**config.mk**
```make
export PLATFORM = sky130hd
export DESIGN_NAME = alarm_ctrl
export DESIGN_NICKNAME = d
export VERILOG_FILES = /design/src/rtl/clock_pkg.sv /design/src/rtl/alarm_match.sv /design/src/rtl/alarm_ctrl.sv
export SDC_FILE = /design/constraint.sdc
export NUM_CORES = 1
export LEC_CHECK = 0
export CAP_MARGIN = 0
export CORE_ASPECT_RATIO = 1.5
export CORE_MARGIN = 3
export CORE_UTILIZATION = 37
export CTS_CLUSTER_SIZE = 24
export DETAILED_ROUTE_END_ITERATION = 8
export GPL_TIMING_DRIVEN = 0
export PLACE_DENSITY = 0.68
export SLEW_MARGIN = 10
export SYNTH_ARGS = -nofsm -noshare
export SYNTH_HDL_FRONTEND = slang
export SYNTH_SLANG_ARGS = --single-unit
```
**constraint.sdc**
```tcl
create_clock -name clk -period 2.3 [get_ports clk]
set_input_delay 0.46 -clock clk [delete_from_list [all_inputs] [get_ports clk]]
set_output_delay 0.46 -clock clk [all_outputs]
set_load 0.05 [all_outputs]
```
**src/rtl/clock_pkg.sv**
```systemverilog
// Shared clock/alarm types: alarm FSM encoding, time field widths and calendar constants.
package clock_pkg;

  typedef enum logic [1:0] {
    IDLE    = 2'd0,
    RINGING = 2'd1,
    SNOOZE  = 2'd2
  } alarm_state_e;

  localparam int unsigned SEC_PER_MIN   = 60;
  localparam int unsigned HOURS_PER_DAY = 24;

  localparam int unsigned SEC_W   = 6;
  localparam int unsigned MIN_W   = 6;
  localparam int unsigned HR_W    = 5;
  localparam int unsigned STATE_W = 2;
  localparam int unsigned ADDR_W  = 2;
  localparam int unsigned DATA_W  = 6;

  function automatic int unsigned max_u(input int unsigned a, input int unsigned b);
    return (a > b) ? a : b;
  endfunction

endpackage

```
**src/rtl/alarm_match.sv**
```systemverilog
// Alarm time registers with range-checked loads, and a one-shot trigger on entry into hh:mm:00.
module alarm_match
  import clock_pkg::*;
(
  input  logic              clk,
  input  logic              reset,
  input  logic [SEC_W-1:0]  seconds_in,
  input  logic [MIN_W-1:0]  minutes_in,
  input  logic [HR_W-1:0]   hours_in,
  input  logic              alarm_load,
  input  logic [ADDR_W-1:0] alarm_addrs,
  input  logic [DATA_W-1:0] alarm_data,
  output logic [MIN_W-1:0]  alarm_min_o,
  output logic [HR_W-1:0]   alarm_hr_o,
  output logic              trigger_c
);

  logic [MIN_W-1:0] alarm_min_q, alarm_min_d;
  logic [HR_W-1:0]  alarm_hr_q,  alarm_hr_d;
  logic             match_c;
  logic             match_q;

  // Out-of-range data and reserved addresses leave the registers untouched.
  always_comb begin
    alarm_min_d = alarm_min_q;
    alarm_hr_d  = alarm_hr_q;
    if (alarm_load) begin
      case (alarm_addrs)
        2'd0: if (alarm_data < DATA_W'(SEC_PER_MIN))   alarm_min_d = MIN_W'(alarm_data);
        2'd1: if (alarm_data < DATA_W'(HOURS_PER_DAY)) alarm_hr_d  = alarm_data[HR_W-1:0];
        default: ;
      endcase
    end
  end

  assign match_c = (hours_in == alarm_hr_q) && (minutes_in == alarm_min_q) &&
                   (seconds_in == SEC_W'(0));

  always_ff @(posedge clk or negedge reset) begin
    if (!reset) begin
      alarm_min_q <= '0;
      alarm_hr_q  <= '0;
      match_q     <= 1'b0;
    end else begin
      alarm_min_q <= alarm_min_d;
      alarm_hr_q  <= alarm_hr_d;
      match_q     <= match_c;
    end
  end

  // match_q resets low, so a match already present at reset release still fires.
  assign trigger_c   = match_c & ~match_q;
  assign alarm_min_o = alarm_min_q;
  assign alarm_hr_o  = alarm_hr_q;

endmodule

```
**src/rtl/alarm_ctrl.sv**
```systemverilog
// Alarm controller: IDLE/RINGING/SNOOZE FSM with ring timeout, snooze timer and bounded snooze count.
module alarm_ctrl
  import clock_pkg::*;
#(
  parameter int unsigned RING_SECONDS   = 60,
  parameter int unsigned SNOOZE_MINUTES = 5,
  parameter int unsigned MAX_SNOOZE     = 3
) (
  input  logic               clk,
  input  logic               reset,
  input  logic               tc_time_base,
  input  logic [SEC_W-1:0]   seconds_in,
  input  logic [MIN_W-1:0]   minutes_in,
  input  logic [HR_W-1:0]    hours_in,
  input  logic               alarm_enable,
  input  logic               alarm_load,
  input  logic [ADDR_W-1:0]  alarm_addrs,
  input  logic [DATA_W-1:0]  alarm_data,
  input  logic               snooze,
  input  logic               stop,
  output logic               alarm_on,
  output logic [STATE_W-1:0] alarm_state,
  output logic [MIN_W-1:0]   alarm_min_out,
  output logic [HR_W-1:0]    alarm_hr_out
);

  localparam int unsigned SNZ_TICKS = SNOOZE_MINUTES * SEC_PER_MIN;
  localparam int unsigned CNT_MAX   = max_u(RING_SECONDS, SNZ_TICKS);
  localparam int unsigned CNT_W     = max_u(1, $clog2(CNT_MAX + 1));
  localparam int unsigned SNZ_W     = max_u(1, $clog2(MAX_SNOOZE + 1));

  alarm_state_e     state_q, state_d;
  logic [CNT_W-1:0] cnt_q, cnt_d;
  logic [SNZ_W-1:0] snz_cnt_q, snz_cnt_d;
  logic             alarm_on_q;
  logic             trigger_c;

  alarm_match u_match (
    .clk         (clk),
    .reset       (reset),
    .seconds_in  (seconds_in),
    .minutes_in  (minutes_in),
    .hours_in    (hours_in),
    .alarm_load  (alarm_load),
    .alarm_addrs (alarm_addrs),
    .alarm_data  (alarm_data),
    .alarm_min_o (alarm_min_out),
    .alarm_hr_o  (alarm_hr_out),
    .trigger_c   (trigger_c)
  );

  // Next state: enable dominates, then stop, then snooze, then the 1 Hz countdown.
  always_comb begin
    state_d   = state_q;
    cnt_d     = cnt_q;
    snz_cnt_d = snz_cnt_q;
    if (!alarm_enable) begin
      state_d   = IDLE;
      snz_cnt_d = '0;
    end else begin
      case (state_q)
        IDLE: begin
          if (trigger_c) begin
            state_d = RINGING;
            cnt_d   = CNT_W'(RING_SECONDS);
          end
        end
        RINGING: begin
          if (stop) begin
            state_d   = IDLE;
            snz_cnt_d = '0;
          end else if (snooze && (snz_cnt_q < SNZ_W'(MAX_SNOOZE))) begin
            state_d   = SNOOZE;
            cnt_d     = CNT_W'(SNZ_TICKS);
            snz_cnt_d = snz_cnt_q + SNZ_W'(1);
          end else if (tc_time_base) begin
            if (cnt_q == CNT_W'(1)) begin
              state_d   = IDLE;
              snz_cnt_d = '0;
            end else begin
              cnt_d = cnt_q - CNT_W'(1);
            end
          end
        end
        SNOOZE: begin
          if (stop) begin
            state_d   = IDLE;
            snz_cnt_d = '0;
          end else if (tc_time_base) begin
            if (cnt_q == CNT_W'(1)) begin
              state_d = RINGING;
              cnt_d   = CNT_W'(RING_SECONDS);
            end else begin
              cnt_d = cnt_q - CNT_W'(1);
            end
          end
        end
        default: state_d = IDLE;
      endcase
    end
  end

  // Buzzer enable is registered from the next state so it tracks state_q exactly.
  always_ff @(posedge clk or negedge reset) begin
    if (!reset) begin
      state_q    <= IDLE;
      cnt_q      <= '0;
      snz_cnt_q  <= '0;
      alarm_on_q <= 1'b0;
    end else begin
      state_q    <= state_d;
      cnt_q      <= cnt_d;
      snz_cnt_q  <= snz_cnt_d;
      alarm_on_q <= (state_d == RINGING);
    end
  end

  assign alarm_on    = alarm_on_q;
  assign alarm_state = state_q;

endmodule
```
==> run summary <==
### Placement
• **HPWL after DPL** 3.05 mm
• **setup slack at placement** -0.424 ns
• **Port Buffers** 45
• **cell area after placement** 2140 sq um
• **last weighted congestion value of the routability-driven placer** 0.892

### Hold path
• **worst min path class** in -> async

### Routing
• **final WL** 3.90 mm
• **drt first pass iters** 4
• **residual antenna-violating net count after detailed routing** 0
• **Iteration-0 DRC Markers** 55
• **WL/cell** 14.5 um
• **number of remaining DRC errors** 0
• **vias after detailed routing** 1488
• **via-per-instance ratio** 5.53

### Setup path
• **worst endpoint data arrival time** 2.39 ns
• **Critical Path RT** 2.49 ns
• **minimum setup slack among reg-to-reg paths** 0.25 ns
• **CP Launch Type** input pin
• **Reg-to-Reg Start** alarm_state[1]$_DFF_PN0_
• **largest fanout on the critical path** 6
• **Critical Path Max Stage Delay** 0.45 ns
• **CP endpoint kind** flip-flop
• **classification of the worst setup path** in -> reg
• **cell class contributing the biggest share of worst-path delay** compound AO/OA/AOI/OAI gates
• **Reg-to-Reg End** cnt_q[2]$_DFFE_PN0P_
• **cell chain of the critical path** clkdlybuf4s50_1 > inv_1 > a222oi_1 > nand4_1 > o31ai_4 > nand2_4 > clkbuf_2 > o2bb2ai_1
• **combined buffer and inverter count along the critical path** 3
• **CP max-delay cell** sky130_fd_sc_hd__clkdlybuf4s50_1
• **number of cells on the worst reg-to-reg path** 9

### Yosys
• **Synth cell types** 45
• **Yosys warning total** 0
• **Async SR Flop Fraction** 100%
• **average cell area after synthesis** 9.65 sq um
• **Post-Syn Instances** 169
• **net count after synthesis** 208
• **Yosys reg bits** 26
• **number of enable-type register cells in the synthesized netlist** 0
• **top flip-flop cell by instance count after synthesis** sky130_fd_sc_hd__dfrtp_1
• **portion of the post-synthesis area used by sequential elements** 39.9%
• **post-synthesis cell area** 1630 sq um

### Finish
• **fill cell instance count of the final layout** 371
• **final instance area** 2250 sq um
• **relative area change from synthesis to final layout** 37.7%
• **number of diodes** 0
• **NumNets Final** 263
• **share of final-layout standard cells stronger than drive strength 1** 15.2%

### Timing
• **final worst hold slack** 0.170 ns
• **Max Freq** 454 MHz
• **Pins Over Slew Limit** 0
• **max-slew headroom at the worst pin** 49.2%
• **final worst-path setup slack** 0.0980 ns
• **setup repair after global routing missed its margin** yes
• **final count of hold timing violations** 0
• **pin slew with the least headroom to its limit** 0.754 ns
• **Final Setup Violations** 0
• **period utilization** 95.7%
• **Period minus WS final** 2.20 ns
• **final clock skew** 0.00638 ns

### Global route
• **total global-route track usage** 16.3%
• **maximum number of pins on one net before global-route repair** 27
• **leftover overflow at the end of global routing** 0
• **global-route wire length before repair** 6.62 mm
• **via count of the first global-routing pass** 1511
• **initial antenna violation count** 0

### Clock network
• **clock transition at the registers of the reported paths** 0.09 ns
• **Max clock buf depth** 2
• **TritonCTS Sinks** 26
• **CTS hold repair buffers** 0
• **H-tree levels** 1
• **TritonCTS clock tree** built
• **clock buffer count from CTS** 3
• **clock insertion delay at the later pin of the skew report** 0.27 ns
• **clk root buf** sky130_fd_sc_hd__clkbuf_8

### Flow run
• **count of max-cap constraint violations** 0

### Pwr
• **cell area power density** 578 nW/um^2
• **total leakage power** 0.947 nW
• **worst-case vdd ir drop** 0.406 mV

### Die
• **Std-Cell Rows** 29
• **area of the core** 4250 sq um
• **Die Height** 87.3 um
• **I/O pin count** 46
• **full die area** 5260 sq um
• **die width** 60.2 um
• **initial standard-cell utilization of the core** 38.4%

### Outcome
• **status** finished, final reports clean

==> per-stage QoR <==
| step | utilization [%] | power (mW) | std cells | setup TNS [ns] |
|---|---|---|---|---|
| 6_report | 52.9 | 1.30 | 269 | 0 |
| 5_1_grt | 52.9 | 1.37 | 269 | -0.0907 |
| 4_1_cts | 52.1 | 1.31 | 266 | 0 |
| 3_5_place_dp | 50.4 | 1.00 | 260 | -3.80 |
| 3_3_place_gp | 50.4 | 1.01 | 260 | -3.76 |
| 2_1_floorplan | - | 0.820 | 169 | 0 |
==> Yosys cell counts (all sizes together) (3+ instances only) <==
cell type	n	share of area, %
nand3	5	1.5
a21oi	7	2.4
nor3	4	1.2
o21ai	5	1.5
a31o	4	2.1
dfrtp	26	40
nor2	15	3.5
o2bb2ai	4	2.1
inv	12	2.8
xor2	3	1.6
mux2	7	5.3
xnor2	4	2.1
o31ai	4	2.7
o22a	3	1.6
nand2	14	3.7
nand4	3	1.2
nor4	4	1.5
ha	7	5.4
nand2b	9	3.5
==> power breakdown <==
part	internal (mW)	switching, mW	total, mW
sequential	0.508	0.0570	0.565
clock	0.153	0.146	0.299
combinational	0.189	0.244	0.433
==> cell type report <==
type	instances	area, sq um	share of cell area, %
clock buffer	4	55.1	2.45
multi-input combinational	129	941	41.9
tap	46	57.6	2.56
timing repair buffer	52	495	22.1
inverter	12	45.0	2.01
sequential	26	652	29.0
==> routing by layer <==
layer | GRT usage (%) | up-vias | routed length [um]
li1 | - | 720 | -
met1 | 18.7 | 701 | 1540
met2 | 28.3 | 59 | 2070
met3 | 3.71 | 8 | 220
met4 | 6.65 | 0 | 80
met5 | 0 | - | 0
==> worst max-delay path by stage <==
stage / startpoint / cells after the start / endpoint / slack [ns]
finish: hours_in[1] / 8 / cnt_q[2]$_DFFE_PN0P_ / 0.1
global route: hours_in[1] / 8 / cnt_q[2]$_DFFE_PN0P_ / -0.03
CTS: alarm_state[1]$_DFF_PN0_ / 9 / cnt_q[0]$_DFFE_PN0P_ / 0.02
detailed placement: hours_in[1] / 7 / cnt_q[0]$_DFFE_PN0P_ / -0.42
global placement: hours_in[1] / 7 / cnt_q[1]$_DFFE_PN0P_ / -0.42
floorplan: alarm_state[0]$_DFF_PN0_ / 8 / cnt_q[0]$_DFFE_PN0P_ / 0.06
==> cells by family (layout without fill, tap and decap cells) <==
family | count (synthesis) | in the layout | synth area share [%]
AND/OR/NAND/NOR | 63 | 63 | 20.4
AO/OA/AOI/OAI | 44 | 44 | 21.5
flip-flops | 26 | 26 | 39.9
buffers and inverters | 14 | 68 | 3.22
multiplexers | 8 | 8 | 5.90
adder cells (fa/ha/maj) | 7 | 7 | 5.37
XOR/XNOR | 7 | 7 | 3.76
==> cell usage in the layout (no fill, tap or decap), types with 6 or more instances in the layout <==
cell                              instances
sky130_fd_sc_hd__dfrtp_1                 25
sky130_fd_sc_hd__buf_4                    6
sky130_fd_sc_hd__ha_1                     7
sky130_fd_sc_hd__nand2b_1                 9
sky130_fd_sc_hd__nand2_1                 13
sky130_fd_sc_hd__inv_1                   12
sky130_fd_sc_hd__a21oi_1                  6
sky130_fd_sc_hd__clkdlybuf4s50_1         44
sky130_fd_sc_hd__nor2_1                  15
==> state kept, by name, summed over array words and instances (netlist names) <==
| register | flops |
|---|---|
| u_match.match_q | 1 |
| cnt_q | 9 |
| u_match.alarm_min_o | 6 |
| u_match.alarm_hr_o | 5 |
| snz_cnt_q | 2 |
| alarm_on | 1 |
| alarm_state | 2 |
==> timing repair <==
| action | in CTS | in global routing |
|---|---|---|
| setup buffers | 2 | 5 |
| setup endpoints to repair | 4 | 12 |
| resized for setup | 0 | 3 |
| pin swaps | 1 | 4 |
Power figures use the tool's default switching activity.
